<file path="config.mk">
export PLATFORM = sky130hd
export DESIGN_NAME = pc_fetch_unit
export DESIGN_NICKNAME = d
export VERILOG_FILES = /design/src/rtl/pc_fetch_unit.sv
export SDC_FILE = /design/constraint.sdc
export NUM_CORES = 1
export LEC_CHECK = 0
export BUFFER_PORTS_ARGS = -buffer_cell sky130_fd_sc_hd__buf_4
export CELL_PAD_IN_SITES_DETAIL_PLACEMENT = 1
export CELL_PAD_IN_SITES_GLOBAL_PLACEMENT = 2
export CORE_MARGIN = 5
export CORE_UTILIZATION = 43
export CTS_CLUSTER_DIAMETER = 50
export CTS_CLUSTER_SIZE = 20
export DETAILED_ROUTE_END_ITERATION = 7
export PLACE_DENSITY_LB_ADDON = 0.08
export SKIP_LAST_GASP = 1
export SLEW_MARGIN = 20
export SYNTH_ARGS = -nofsm -noshare
export SYNTH_HDL_FRONTEND = slang
export SYNTH_SLANG_ARGS = --single-unit
</file>
<file path="constraint.sdc">
create_clock -name Clk -period 7.3 [get_ports Clk]
set_clock_uncertainty 0.05 [all_clocks]
set_input_delay 0.365 -clock Clk [delete_from_list [all_inputs] [get_ports Clk]]
set_output_delay 0.365 -clock Clk [all_outputs]
set_load 0.1 [all_outputs]
</file>
<file path="src/rtl/pc_fetch_unit.sv">
// -----------------------------------------------------------------------------
// pc_fetch_unit
//
// Program counter / fetch sequencer in front of the instruction decoder.
// Prog_Addr addresses an async-read instruction ROM; the decoder answers in the
// same cycle with its flags, and the next PC is registered on the following
// edge, so one instruction is issued per clock with no bubbles.
// The block also owns the branch-target LUT (written byte-wise by the decoder),
// the IDLE/RUN/HALT/FAULT sequencing and a saturating count of RUN cycles.
//
// Ports
//   Clk, Reset                 clock (rising edge), async active-high reset
//   Start, Start_Addr          begin execution at Start_Addr (not in RUN)
//   PC_Jmp_Flag, PC_Beq_Flag   decoder: jump / branch taken
//   LUT_Write_En, LUT_Load_Hi  decoder: write LUT low byte (0) or high part (1)
//   LUT_Read_En, Lut_Idx       decoder: jump/branch target comes from LUT[Lut_Idx]
//   Lut_Data                   LUT write data
//   Ack                        decoder: halt
//   Prog_Addr                  current PC (registered)
//   Running, Done, Fault       state == RUN / HALT / FAULT
//   Cycle_Count                edges spent in RUN, saturating
//   Dbg_State                  raw state register for checkers
//
// Handshake: there is no valid/ready pair. The decoder's flags are qualified
// only by the RUN state and are consumed on every edge while running.
// -----------------------------------------------------------------------------
module pc_fetch_unit #(
    parameter int  PC_W      = 10,
    parameter int  LUT_DEPTH = 16,
    parameter int  CNT_W     = 16,
    localparam int IDX_W     = $clog2(LUT_DEPTH)
) (
    input  logic             Clk,
    input  logic             Reset,
    input  logic             Start,
    input  logic [PC_W-1:0]  Start_Addr,
    input  logic             PC_Jmp_Flag,
    input  logic             PC_Beq_Flag,
    input  logic             LUT_Write_En,
    input  logic             LUT_Read_En,
    input  logic             LUT_Load_Hi,
    input  logic [IDX_W-1:0] Lut_Idx,
    input  logic [7:0]       Lut_Data,
    input  logic             Ack,
    output logic [PC_W-1:0]  Prog_Addr,
    output logic             Running,
    output logic             Done,
    output logic             Fault,
    output logic [CNT_W-1:0] Cycle_Count,
    output logic [1:0]       Dbg_State
);

    typedef enum logic [1:0] {
        S_IDLE  = 2'd0,
        S_RUN   = 2'd1,
        S_HALT  = 2'd2,
        S_FAULT = 2'd3
    } state_t;

    localparam logic [PC_W-1:0]  PC_MAX  = '1;
    localparam logic [CNT_W-1:0] CNT_MAX = '1;

    state_t              r_state;
    logic [PC_W-1:0]     r_pc;
    logic [CNT_W-1:0]    r_cnt;
    logic [PC_W-1:0]     r_lut [LUT_DEPTH];
    logic [LUT_DEPTH-1:0] r_valid;

    state_t              w_next_state;
    logic [PC_W-1:0]     w_next_pc;
    logic                w_idx_ok;
    logic                w_take;
    logic                w_lut_valid;
    logic [PC_W-1:0]     w_lut_entry;

    // Guards a non-power-of-two LUT: an index past the last entry reads as
    // invalid and its writes are dropped.
    assign w_idx_ok    = (32'(Lut_Idx) < LUT_DEPTH);
    // Jmp and Beq together behave as a single jump; a flag needs LUT_Read_En.
    assign w_take      = LUT_Read_En & (PC_Jmp_Flag | PC_Beq_Flag);
    // Reads see the register contents before this edge's write, so a
    // same-index write/read uses the old entry and old valid bit.
    assign w_lut_valid = w_idx_ok & r_valid[Lut_Idx];
    assign w_lut_entry = r_lut[Lut_Idx];

    always_ff @(posedge Clk or posedge Reset) begin
        if (Reset) begin
            r_state <= S_IDLE;
            r_pc    <= '0;
        end else begin
            r_state <= w_next_state;
            r_pc    <= w_next_pc;
        end
    end

    always_comb begin
        w_next_state = r_state;
        w_next_pc    = r_pc;
        case (r_state)
            S_RUN: begin
                if (Ack) begin
                    w_next_state = S_HALT;
                end else if (w_take) begin
                    if (!w_lut_valid) begin
                        w_next_state = S_FAULT;
                    end else begin
                        w_next_pc = w_lut_entry;
                    end
                end else if (r_pc == PC_MAX) begin
                    // Running off the end of program space is a fault, never a wrap.
                    w_next_state = S_FAULT;
                end else begin
                    w_next_pc = r_pc + 1'b1;
                end
            end
            default: begin
                if (Start) begin
                    w_next_state = S_RUN;
                    w_next_pc    = Start_Addr;
                end
            end
        endcase
    end

    always_ff @(posedge Clk or posedge Reset) begin
        if (Reset) begin
            r_cnt <= '0;
        end else if (r_state == S_RUN) begin
            if (r_cnt != CNT_MAX) begin
                r_cnt <= r_cnt + 1'b1;
            end
        end else if (Start) begin
            r_cnt <= '0;
        end
    end

    always_ff @(posedge Clk or posedge Reset) begin
        if (Reset) begin
            for (int i = 0; i < LUT_DEPTH; i++) begin
                r_lut[i] <= '0;
            end
            r_valid <= '0;
        end else if ((r_state == S_RUN) && LUT_Write_En && w_idx_ok) begin
            if (LUT_Load_Hi) begin
                r_lut[Lut_Idx][PC_W-1:8] <= Lut_Data[PC_W-9:0];
            end else begin
                r_lut[Lut_Idx][7:0] <= Lut_Data;
            end
            r_valid[Lut_Idx] <= 1'b1;
        end
    end

    assign Prog_Addr   = r_pc;
    assign Running     = (r_state == S_RUN);
    assign Done        = (r_state == S_HALT);
    assign Fault       = (r_state == S_FAULT);
    assign Cycle_Count = r_cnt;
    assign Dbg_State   = r_state;

endmodule

</file>
* After elaboration in Yosys (flattened, before gate mapping)
Index checks and enable logic that the tools add are counted. Widths: inputs -> output; s select.
Operators by class: $add $sub $neg 2, $mul 0, div/mod/pow operators 0, $lt $le $gt $ge 4, eq/ne operators 11, shifts and indexed selects 0, muxes and demuxes 29, bitwise logic cells 4, reduce and logical (&&, ||, !) cells 7
Operator list (number):
- $bwmux 160 | 2
- $mux 160 | 1
- $mux 10 | 9
- $demux 10 s4 | 2
- $mux 16 | 3
- $bmux 10 s4 | 1
- $add 16x1->16 const B | 1
- $ne 16x16->1 const B | 1
- $or 16x16->16 | 1
- $mux 2 | 6
- $add 10x1->10 const B | 1
- $eq 10x10->1 const B | 1
- $mux 8 | 1
- $ge 5x5->1 const B | 1
- $lt 4x5->1 const B | 1
- $lt 5x1->1 const B | 1
- $not 4->5 | 1
- $bmux 1 s4 | 1
- $demux 1 s4 | 1
- $eq 2x2->1 const B | 2
- $ge 4x1->1 const B | 1
- $ne 4x2->1 const B | 1
- $ne 4x4->1 const B | 1
- $reduce_and 4->1 | 1
- other kinds (12) | 15
Word-level totals: register bits after elaboration 204, latch bits 0, memory bits (writable) 0, ROM bits 0, input port bits 31, output and inout bits 31, logic and storage cells 77, memories 0

* Logic depth before layout (Yosys ltp)
Gate-level depths: netlist (run 1).
depth in word-level cells 8, gate-level depth with buffers 10

* Least setup slack after synthesis (run 1)
No wires, ideal clock.
path type register to register, from register r_state[0] (netlist: Dbg_State[0]), to register r_cnt[7] (netlist: Cycle_Count[7]), data arrival time 2.895 ns, slack 4.281 ns, cell stages (with the launch flop) 7, clock period less this slack 3.019 ns, path through dfrtp_1 -> nand2b_1 -> inv_1 -> buf_1 -> nor2_1 -> clkbuf_1 -> nor2_1
On the way: word-level cells in the longest chain between the ends 3, elaborated cells on any way between the ends 5, classes of those cells eq/ne (2); mux (1); reduce/logical (2)
Ends and longest elaborated chain:
- from (decl) | RTL line 63 | state_t r_state;
- from (signal assigned) | RTL line 91 | r_state <= w_next_state;
- $eq 2x1->1 *
- named net Running | RTL line 46 | output logic Running,
- $ne 2x1->1 (no source line) / $reduce_bool 2->1 (equally long branches)
- $reduce_and 2->1 (no source line)
- to (signal assigned) | RTL line 130 | r_cnt <= r_cnt + 1'b1;
- to (decl) | RTL line 65 | logic [CNT_W-1:0] r_cnt;
The timed path passes the listed nets; every way through them passes the cells marked *. A chain may end at the register's enable or synchronous reset.

* Final worst setup path (run 1)
from register r_state[1] (netlist: Dbg_State[1]), to register r_lut[127] (netlist bit)
On the way: word-level cells in the longest chain between the ends 2
Ends and longest elaborated chain:
- $eq 2x1->1 | RTL line 143 | end else if ((r_state == S_RUN) && LUT_Write_En && w_idx_ok) begin
- $logic_and 1x1->1 | RTL line 143
- to (signal, indexed assignment) | RTL line 145 | r_lut[Lut_Idx][PC_W-1:8] <= Lut_Data[PC_W-9:0];
- to (signal, indexed assignment) | RTL line 147 | r_lut[Lut_Idx][7:0] <= Lut_Data;
- to (decl) | RTL line 66 | logic [PC_W-1:0] r_lut [LUT_DEPTH];
Every way passes these cells.

==> flow_summary.json, run 1 <==
{
  "via_count": 6167,
  "num-nets-final": 808,
  "grt.overflow.total": 0,
  "drive_gt1_share_pct": 41.8,
  "hp-class": "in2reg",
  "slew_headroom_pct": 36.6,
  "drc": 0,
  "grt_pass1_vias": 6916,
  "globalplace.congestion": 0.755,
  "htree_levels": 1,
  "wire_per_inst_microns": 23.0,
  "p_leak_nw": 5.23,
  "crit_fanout": 21,
  "die-area_sq_mm": 0.0260,
  "grt_first_pass_wirelength_microns": 40300,
  "numPortBuffers": 61,
  "preCtsSetupSlack_ns": 3.64,
  "status": "complete, no violations",
  "worstReg2RegEnd": "r_lut[127]",
  "cts_setup_buffers": 0,
  "numCtsBuffers": 27,
  "root_buffer": "clkbuf_16",
  "setup_tns_ns": 0,
  "synthCells": 727,
  "synth_edf_count": 0,
  "clk_pin_slew_ns": 0.06,
  "n_antenna_cell": 0,
  "register_area_sq_mm": 0.00510,
  "vias_per_cell": 5.70,
  "clock.fmax_mhz": 272,
  "avgSynthCellArea_sq_um": 13.5,
  "r2r-start": "Dbg_State[1]",
  "endpoint": "r_lut[127]",
  "grt_max_degree": 126,
  "ys.flop_type": "dfrtp_1",
  "ys_seq_elements": 204,
  "ant_nets": 0,
  "clk_latency_ns": 0.54,
  "setup_ws_ns": 3.62,
  "core_area_sq_mm": 0.0226,
  "power_mw": 4.27,
  "grt_usage_pct": 19.4,
  "arrival_ns": 4.05,
  "peakVddDrop_uv": 224,
  "num_rows": 55,
  "yosysUniqueCellTypes": 54,
  "multi_input_area_sq_mm": 0.00444,
  "ios": 62,
  "rr_worst_depth": 7,
  "grt_antenna_before_repair": 0,
  "cts_buffer_depth": 3,
  "finalSetupViolations": 0,
  "die_w_microns": 161,
  "fin_crit_sh_pct": 50.4,
  "wl_microns": 24900,
  "crit_start": "Dbg_State[1]",
  "r2r_slack_ns": 3.62,
  "start_kind": "flop",
  "cts_hold_buffers": 3,
  "final_hold_viol_count": 0,
  "synth_fp_nets": 760,
  "power.density_mw_per_mm2": 375,
  "worstSetupPathType": "reg2reg",
  "end_kind": "flop",
  "synth_area_sq_mm": 0.00985,
  "crit_required_ns": 7.67,
  "num-fill-cells": 2289,
  "drtIter0Drc": 313,
  "dp_hpwl_microns": 16200,
  "ys_seq_area_share_pct": 51.8,
  "max_cap_violations": 0,
  "area_growth_pct": 15.7,
  "start_util_pct": 43.6,
  "min_path_cells": 3,
  "cts.repair.resized": 0,
  "slew_violations": 0,
  "chipHeight_microns": 161,
  "synthArstFlopShare_pct": 100,
  "tritoncts": "done",
  "ys_warn_count": 0,
  "tightestPinTransition_ns": 0.948,
  "clock_sinks": 204,
  "rsz0062_at_grt": "no",
  "period_minus_slack_ns": 3.68,
  "post-route-util_pct": 50.5,
  "drt-pass1-iter-count": 4
}
metrics by stage:
stage / instances / instance area [sq um] / hold WS [ns]
after floorplan: 727 / 9850 / 0.378
after global placement: 1028 / 10400 / 0.396
after detailed placement: 1028 / 10400 / 0.401
after CTS: 1081 / 11400 / 0.0330
after global routing: 1081 / 11400 / 0.0595
final: 1081 / 11400 / 0.0602
layer usage:
layer  global-route usage, %  vias to the layer above  wire [microns]
li1                        -                     2767               -
met1                    27.4                     3272           11600
met2                    32.3                       99           12000
met3                    2.68                       29             835
met4                    4.46                        0             415
met5                       0                        -               0
registers in the layout, summed over array words and instances (netlist names):
signal / cells
r_valid: 16
Dbg_State: 2
Cycle_Count: 16
r_lut: 160
Prog_Addr: 10
critical path: stages (launching register included):
cell      delay (ns)
dfrtp_1         0.40
nand2b_1        0.52
inv_1           0.60
nand3_1         0.18
nor2_1          0.70
nand2_1         0.19
nor2_2          0.51
mux2_2          0.41
worst min-delay path by stage:
stage,from,to,slack [ns]
after global placement,r_valid[3],r_valid[3],0.40
after CTS,Start_Addr[6],Prog_Addr[6],0.03
after floorplan,r_valid[11],r_valid[11],0.38
after detailed placement,r_valid[5],r_valid[5],0.40
final,Start_Addr[6],Prog_Addr[6],0.06
after global routing,Start_Addr[0],Prog_Addr[0],0.06
layout by cell type (no fill, tap or decap), types with 6 or more instances in the layout:
| cell | netlist | final |
|---|---|---|
| dfrtp_1 | 204 | 204 |
| mux2_2 | 167 | 167 |
| buf_4 | 2 | 62 |
| nand2_1 | 44 | 44 |
| nor2_1 | 38 | 38 |
| mux4_2 | 30 | 30 |
| clkbuf_16 | 0 | 27 |
| nand3_1 | 20 | 20 |
| a21oi_1 | 15 | 15 |
| mux4_1 | 15 | 15 |
| nand2b_1 | 13 | 13 |
| o21ai_0 | 12 | 11 |
| xor2_1 | 10 | 10 |
| xnor2_1 | 10 | 10 |
| or2_2 | 9 | 9 |
| nor2_2 | 8 | 8 |
| a211oi_1 | 8 | 8 |
| inv_1 | 8 | 7 |
| nor3_1 | 7 | 7 |
| a22oi_1 | 6 | 6 |
logic make-up (layout without fill, tap and decap cells):
group,after synthesis,after routing,synth area share (%)
AOI/OAI and AO/OA,62,62,4.17
xor gates and xnor gates,20,20,1.78
adders and majority gates,2,2,0.254
buffers and inverters,56,125,3.15
DFF,204,204,51.8
muxes,213,213,30.1
and+or+nand+nor,170,170,8.78
layout make-up:
cell class / instances / area share, %
inverter: 9 / 0.362
multi-input combinational: 467 / 38.9
timing repair buffer: 66 / 4.45
clock inverter: 18 / 1.99
tap: 285 / 3.13
sequential: 204 / 44.8
clock buffer: 32 / 6.36
cells in the mapped netlist, types with 7 or more instances:
cell	count	area (sq um)
a211oi_1	8	60.1
a21oi_1	15	75.1
buf_2	12	60.1
clkbuf_1	23	86.3
dfrtp_1	204	5100
inv_1	8	30.0
mux2_2	167	1880
mux4_1	15	394
mux4_2	30	676
nand2_1	44	165
nand2b_1	13	81.3
nand3_1	20	100
nor2_1	38	143
nor2_2	8	50.1
nor3_1	7	35.0
o21ai_0	12	60.1
or2_2	9	56.3
xnor2_1	10	87.6
xor2_1	10	87.6
power by group:
group	internal [mW]	leakage [nW]	switching, mW
sequential	1.45	2.70	0.207
combinational	0.489	2.08	0.740
clock	0.833	0.451	0.546
total	2.78	5.23	1.49
Power figures use the tool's default switching activity.
==> run 2: changes to the inputs <==
- clock period: 7.3 -> 3.4 ns (I/O delays scaled with it)
==> flow_summary.json, run 2 (synthesis gave the netlist of run 1 again) <==
{
  "drc": 0,
  "slew_headroom_pct": 33.7,
  "start_util_pct": 43.6,
  "grt.overflow.total": 0,
  "clock_sinks": 204,
  "final_hold_viol_count": 0,
  "max_cap_violations": 0,
  "grt_first_pass_wirelength_microns": 42300,
  "largest_register": "r_lut",
  "drt-pass1-iter-count": 4,
  "wl_microns": 26000,
  "grt_max_degree": 71,
  "area_growth_pct": 18.6,
  "hp-start": "Start_Addr[7]",
  "cts.repair.resized": 0,
  "crit_fanout": 8,
  "final_cell_mix": "204 x dfrtp_1, 167 x mux2_2, 75 x buf_4, 44 x nand2_1, 38 x nor2_1",
  "grt_usage_pct": 20.5,
  "register_area_sq_mm": 0.00510,
  "wl_met3_microns": 1190,
  "die_w_microns": 161,
  "numPortBuffers": 61,
  "hold_end": "Prog_Addr[7]",
  "multi_input_area_sq_mm": 0.00444,
  "root_buffer": "clkbuf_16",
  "htree_levels": 1,
  "largest_reg_flops": 160,
  "final-instance-count-excl-fill": 1110,
  "setup_tns_ns": 0,
  "period_minus_slack_ns": 2.63,
  "status": "complete, no violations",
  "highest_layer": "met4",
  "grt_pass1_vias": 7179,
  "tritoncts": "done",
  "cts_buffer_depth": 3,
  "finalSetupViolations": 0,
  "crit_required_ns": 3.77,
  "globalplace.congestion": 0.768,
  "vias_per_cell": 5.67,
  "p_leak_nw": 5.39,
  "via_count": 6296,
  "clk_latency_ns": 0.53,
  "drive_gt1_share_pct": 42.2,
  "die-area_sq_mm": 0.0260,
  "end_kind": "flop",
  "arrival_ns": 3.00,
  "power.density_mw_per_mm2": 790,
  "numCtsBuffers": 27,
  "core_area_sq_mm": 0.0226,
  "num-nets-final": 839,
  "r2r-start": "Dbg_State[1]",
  "hp-class": "in2reg",
  "rsz0062_at_grt": "no",
  "num-fill-cells": 2260,
  "n_antenna_cell": 0,
  "start_kind": "flop",
  "fin_crit_sh_pct": 77.5,
  "rr_worst_depth": 8,
  "final_common_cell": "dfrtp_1",
  "min_path_cells": 4,
  "wl_met2_microns": 12600,
  "slew_violations": 0,
  "worstReg2RegEnd": "r_lut[23]",
  "peakVddDrop_uv": 456,
  "num_rows": 55,
  "wl_met1_microns": 11700,
  "tightestPinTransition_ns": 0.990,
  "grt_antenna_before_repair": 0,
  "r2r_slack_ns": 0.77,
  "chipHeight_microns": 161,
  "dp_hpwl_microns": 17400,
  "clk_pin_slew_ns": 0.06,
  "clock.fmax_mhz": 380,
  "wire_per_inst_microns": 23.4,
  "worstSetupPathType": "reg2reg",
  "dp_cells": 1043,
  "ios": 62,
  "drtIter0Drc": 301,
  "ant_nets": 0
}
## run 2: changes by cell type in the layout (fill, tap and decap cells not counted), sizes merged
cell,previous run,this run
dlygate4sd3,3,19
buf,63,78
clkinv,5,6
inv,14,13
clkinvlp,5,3
## run 2: power by group
| part | leakage (nW) | internal (mW) | switching (mW) | total (mW) |
|---|---|---|---|---|
| combinational | 2.22 | 1.11 | 1.61 | 2.71 |
| clock | 0.462 | 1.81 | 1.14 | 2.95 |
| sequential | 2.70 | 3.12 | 0.454 | 3.58 |
## run 2: repair_timing
item                      in CTS  in global routing
buffers inserted               0                  0
hold endpoints to repair     137                  0
hold buffers                  19                  0
## run 2: worst max path at each step
| stage | startpoint | end | slack, ns | cells after the start |
|---|---|---|---|---|
| 2_1_floorplan | Dbg_State[0] | Cycle_Count[7] | 0.38 | 6 |
| 3_3_place_gp | Lut_Idx[0] | Prog_Addr[7] | 0.66 | 6 |
| 3_5_place_dp | Lut_Idx[0] | Prog_Addr[7] | 0.58 | 6 |
| 4_1_cts | Dbg_State[1] | r_lut[23] | 0.71 | 8 |
| 5_1_grt | Dbg_State[1] | r_lut[21] | 0.61 | 8 |
| 6_report | Dbg_State[1] | r_lut[23] | 0.77 | 8 |
## run 2: critical path, cell delays in order, from the launching register on
cell      delay [ns]
dfrtp_1         0.41
nand2b_1        0.18
inv_1           0.17
nand3_1         0.14
nor2_1          0.34
buf_4           0.22
nand2_1         0.08
nor2_2          0.51
mux2_2          0.41
## run 2: cell type report
cell class | instances | share of cell area, %
sequential | 204 | 43.7
multi-input combinational | 467 | 38.0
timing repair buffer | 97 | 6.96
clock buffer | 32 | 6.37
tap | 285 | 3.05
clock inverter | 16 | 1.67
inverter | 9 | 0.321
## run 2: layer usage
metal  GRT usage, %  up-vias
li1               -     2822
met1           27.9     3316
met2           34.8      121
met3           3.47       37
met4           4.58        0
met5              0        -
## run 2: per-stage QoR
stage	instance area, sq um	total power [mW]	utilization, %	worst slack (ns)	hold slack [ns]
after floorplan	9850	5.57	-	0.381	0.205
after global placement	10600	6.17	46.8	0.661	0.301
after detailed placement	10600	6.32	46.8	0.580	0.312
after CTS	11700	9.35	51.8	0.713	0.00664
after global routing	11700	9.72	51.8	0.613	0.0782
final	11700	9.24	51.8	0.766	0.0275
==> run 3: changes to the inputs <==
- ABC_AREA: not set -> 1
- CORE_UTILIZATION: 43 -> 36
- clock period: 3.4 -> 2.5 ns (I/O delays scaled with it)
==> flow_summary.json, run 3 <==
{
  "status": "complete, no violations",
  "drt-pass1-iter-count": 5,
  "cts_setup_buffers": 0,
  "vias_per_cell": 5.09,
  "largest_reg_flops": 160,
  "slew_headroom_pct": 54.7,
  "power.density_mw_per_mm2": 1080,
  "dp_hpwl_microns": 21700,
  "drtIter0Drc": 441,
  "grt.overflow.total": 0,
  "grt_pass1_vias": 9003,
  "r2r-start": "Prog_Addr[1]",
  "ios": 62,
  "rsz0062_at_grt": "yes",
  "preCtsSetupSlack_ns": 0.203,
  "p_leak_nw": 5.77,
  "synth_fp_nets": 1294,
  "avgSynthCellArea_sq_um": 7.78,
  "globalplace.congestion": 0.784,
  "clock_sinks": 204,
  "synth_top_area_share_pct": 52.0,
  "ant_nets": 0,
  "yosysTopAreaCell": "dfrtp_1",
  "synth_area_sq_mm": 0.00982,
  "start_util_pct": 36.5,
  "die_w_microns": 175,
  "largest_register": "r_lut",
  "grt_antenna_before_repair": 0,
  "period_minus_slack_ns": 2.32,
  "slew_violations": 0,
  "numPortBuffers": 61,
  "yosysUniqueCellTypes": 39,
  "synth_area_leaders": "dfrtp_1 52%, nand2_1 21%, o21ai_0 6.0%",
  "crit_required_ns": 2.88,
  "num_rows": 60,
  "synthCells": 1261,
  "crit_fanout": 4,
  "tritoncts": "done",
  "synth_edf_count": 0,
  "via_count": 8681,
  "drive_gt1_share_pct": 13.3,
  "power_mw": 12.9,
  "cts_buffer_depth": 3,
  "core_area_sq_mm": 0.0269,
  "clk_pin_slew_ns": 0.06,
  "wl_microns": 32000,
  "arrival_ns": 2.70,
  "synth.most_common_cell": "nand2_1",
  "root_buffer": "clkbuf_16",
  "area_growth_pct": 21.8,
  "wire_per_inst_microns": 18.8,
  "grt_first_pass_wirelength_microns": 52000,
  "ys_seq_area_share_pct": 52.0,
  "drc": 0,
  "grt_usage_pct": 21.0,
  "clk_latency_ns": 0.55,
  "die-area_sq_mm": 0.0307,
  "ys_seq_elements": 204,
  "final_common_cell": "nand2_1",
  "chipHeight_microns": 175,
  "crit_start": "Prog_Addr[1]",
  "max_cap_violations": 0,
  "final_hold_viol_count": 0,
  "num-nets-final": 1373,
  "clock.fmax_mhz": 430,
  "tightestPinTransition_ns": 0.679,
  "htree_levels": 1,
  "setup_ws_ns": 0.176,
  "ys.flop_type": "dfrtp_1",
  "grt_max_degree": 109,
  "numCtsBuffers": 30,
  "fin_crit_sh_pct": 93.0,
  "finalSetupViolations": 0,
  "ys_warn_count": 0,
  "hp-start": "Lut_Data[6]",
  "synth_common_cells": "547 x nand2_1, 204 x dfrtp_1, 117 x o21ai_0, 77 x o21ai_1, 48 x inv_1",
  "n_antenna_cell": 0,
  "worstSetupPathType": "reg2reg",
  "synthArstFlopShare_pct": 100,
  "num-fill-cells": 3233,
  "whs_ns": 0.0677,
  "peakVddDrop_uv": 631,
  "hp-class": "in2reg",
  "end_kind": "flop",
  "final_cell_mix": "547 x nand2_1, 203 x dfrtp_1, 117 x o21ai_0, 87 x buf_4, 77 x o21ai_1",
  "start_kind": "flop"
}
## run 3: changes by cell type after synthesis, sizes merged, moves of 11 or more
cell and delta:
inv +45, o21ai +181, nand4 +26, nand3 +19, buf +11, nand2 +507
nand2b -12, mux2 -167, mux4 -45
## run 3: layer usage
metal / global-route usage (%) / up-vias / share of wire [%]
met3: 2.60 / 44 / 3.1
li1: - / 4253 / -
met1: 30.2 / 4258 / 49
met4: 5.07 / 0 / 2.3
met2: 33.9 / 126 / 45
met5: 0 / - / 0
## run 3: area by class of cell
class	count	area, sq um	share of cell area, %
Multi-Input combinational cell	940	4210	35.2
Sequential cell	204	5110	42.7
Clock buffer	36	813	6.80
Inverter	54	216	1.81
Clock inverter	20	264	2.21
Timing Repair Buffer	110	923	7.72
Tap cell	341	427	3.57
## run 3: worst paths after layout
kind | end | slack [ns] | cells past startpoint
hold reg to reg | r_valid[12] | 0.42 | 1
setup / recovery | Dbg_State[1] | 0.18 | 11
setup reg to reg | Dbg_State[1] | 0.18 | 11
max in group asynchronous | r_lut[26] | 1.62 | 4
min in group asynchronous | r_lut[159] | 0.21 | 4
hold / removal | r_lut[76] | 0.07 | 3
## run 3: stage by stage
step / utilization (%) / instance area (sq um) / std cells / TNS, ns
after floorplan: - / 9820 / 1261 / -65.26
after global placement: 39.7 / 10700 / 1630 / 0
after detailed placement: 39.7 / 10700 / 1630 / 0
after CTS: 44.5 / 12000 / 1705 / 0
after global routing: 44.5 / 12000 / 1705 / -0.00828
final: 44.5 / 12000 / 1705 / 0
## run 3: cells by family after synthesis
| logic type | after synthesis | share of synthesized area, % |
|---|---|---|
| simple gates | 685 | 28.4 |
| compound gates | 239 | 12.9 |
| flops | 204 | 52.0 |
| buf+inv | 117 | 5.23 |
| xor+xnor | 14 | 1.25 |
| fa+ha+maj | 2 | 0.255 |
## run 3: report_power, final
group	internal, mW	switching, mW
registers	4.19	0.587
logic	1.08	2.54
clock network	2.85	1.64
## run 3: critical path, cell delays in order (launching register included)
cell and delay, ns:
dfrtp_1 0.41, ha_1 0.21, nand2_1 0.08, nor2_2 0.15, nand3_1 0.13, nor2_2 0.18
nand3_1 0.10, nand3_1 0.14, nand2_1 0.09, nand2_1 0.07, nand2_1 0.04, dlygate4sd3_1 0.54
## run 3: repair_timing
item                                    in CTS  in global routing
resized for setup                            0                  4
endpoints found under the hold margin      231                  0
hold buffers                                19                  0
endpoints found under the setup margin       0                  5
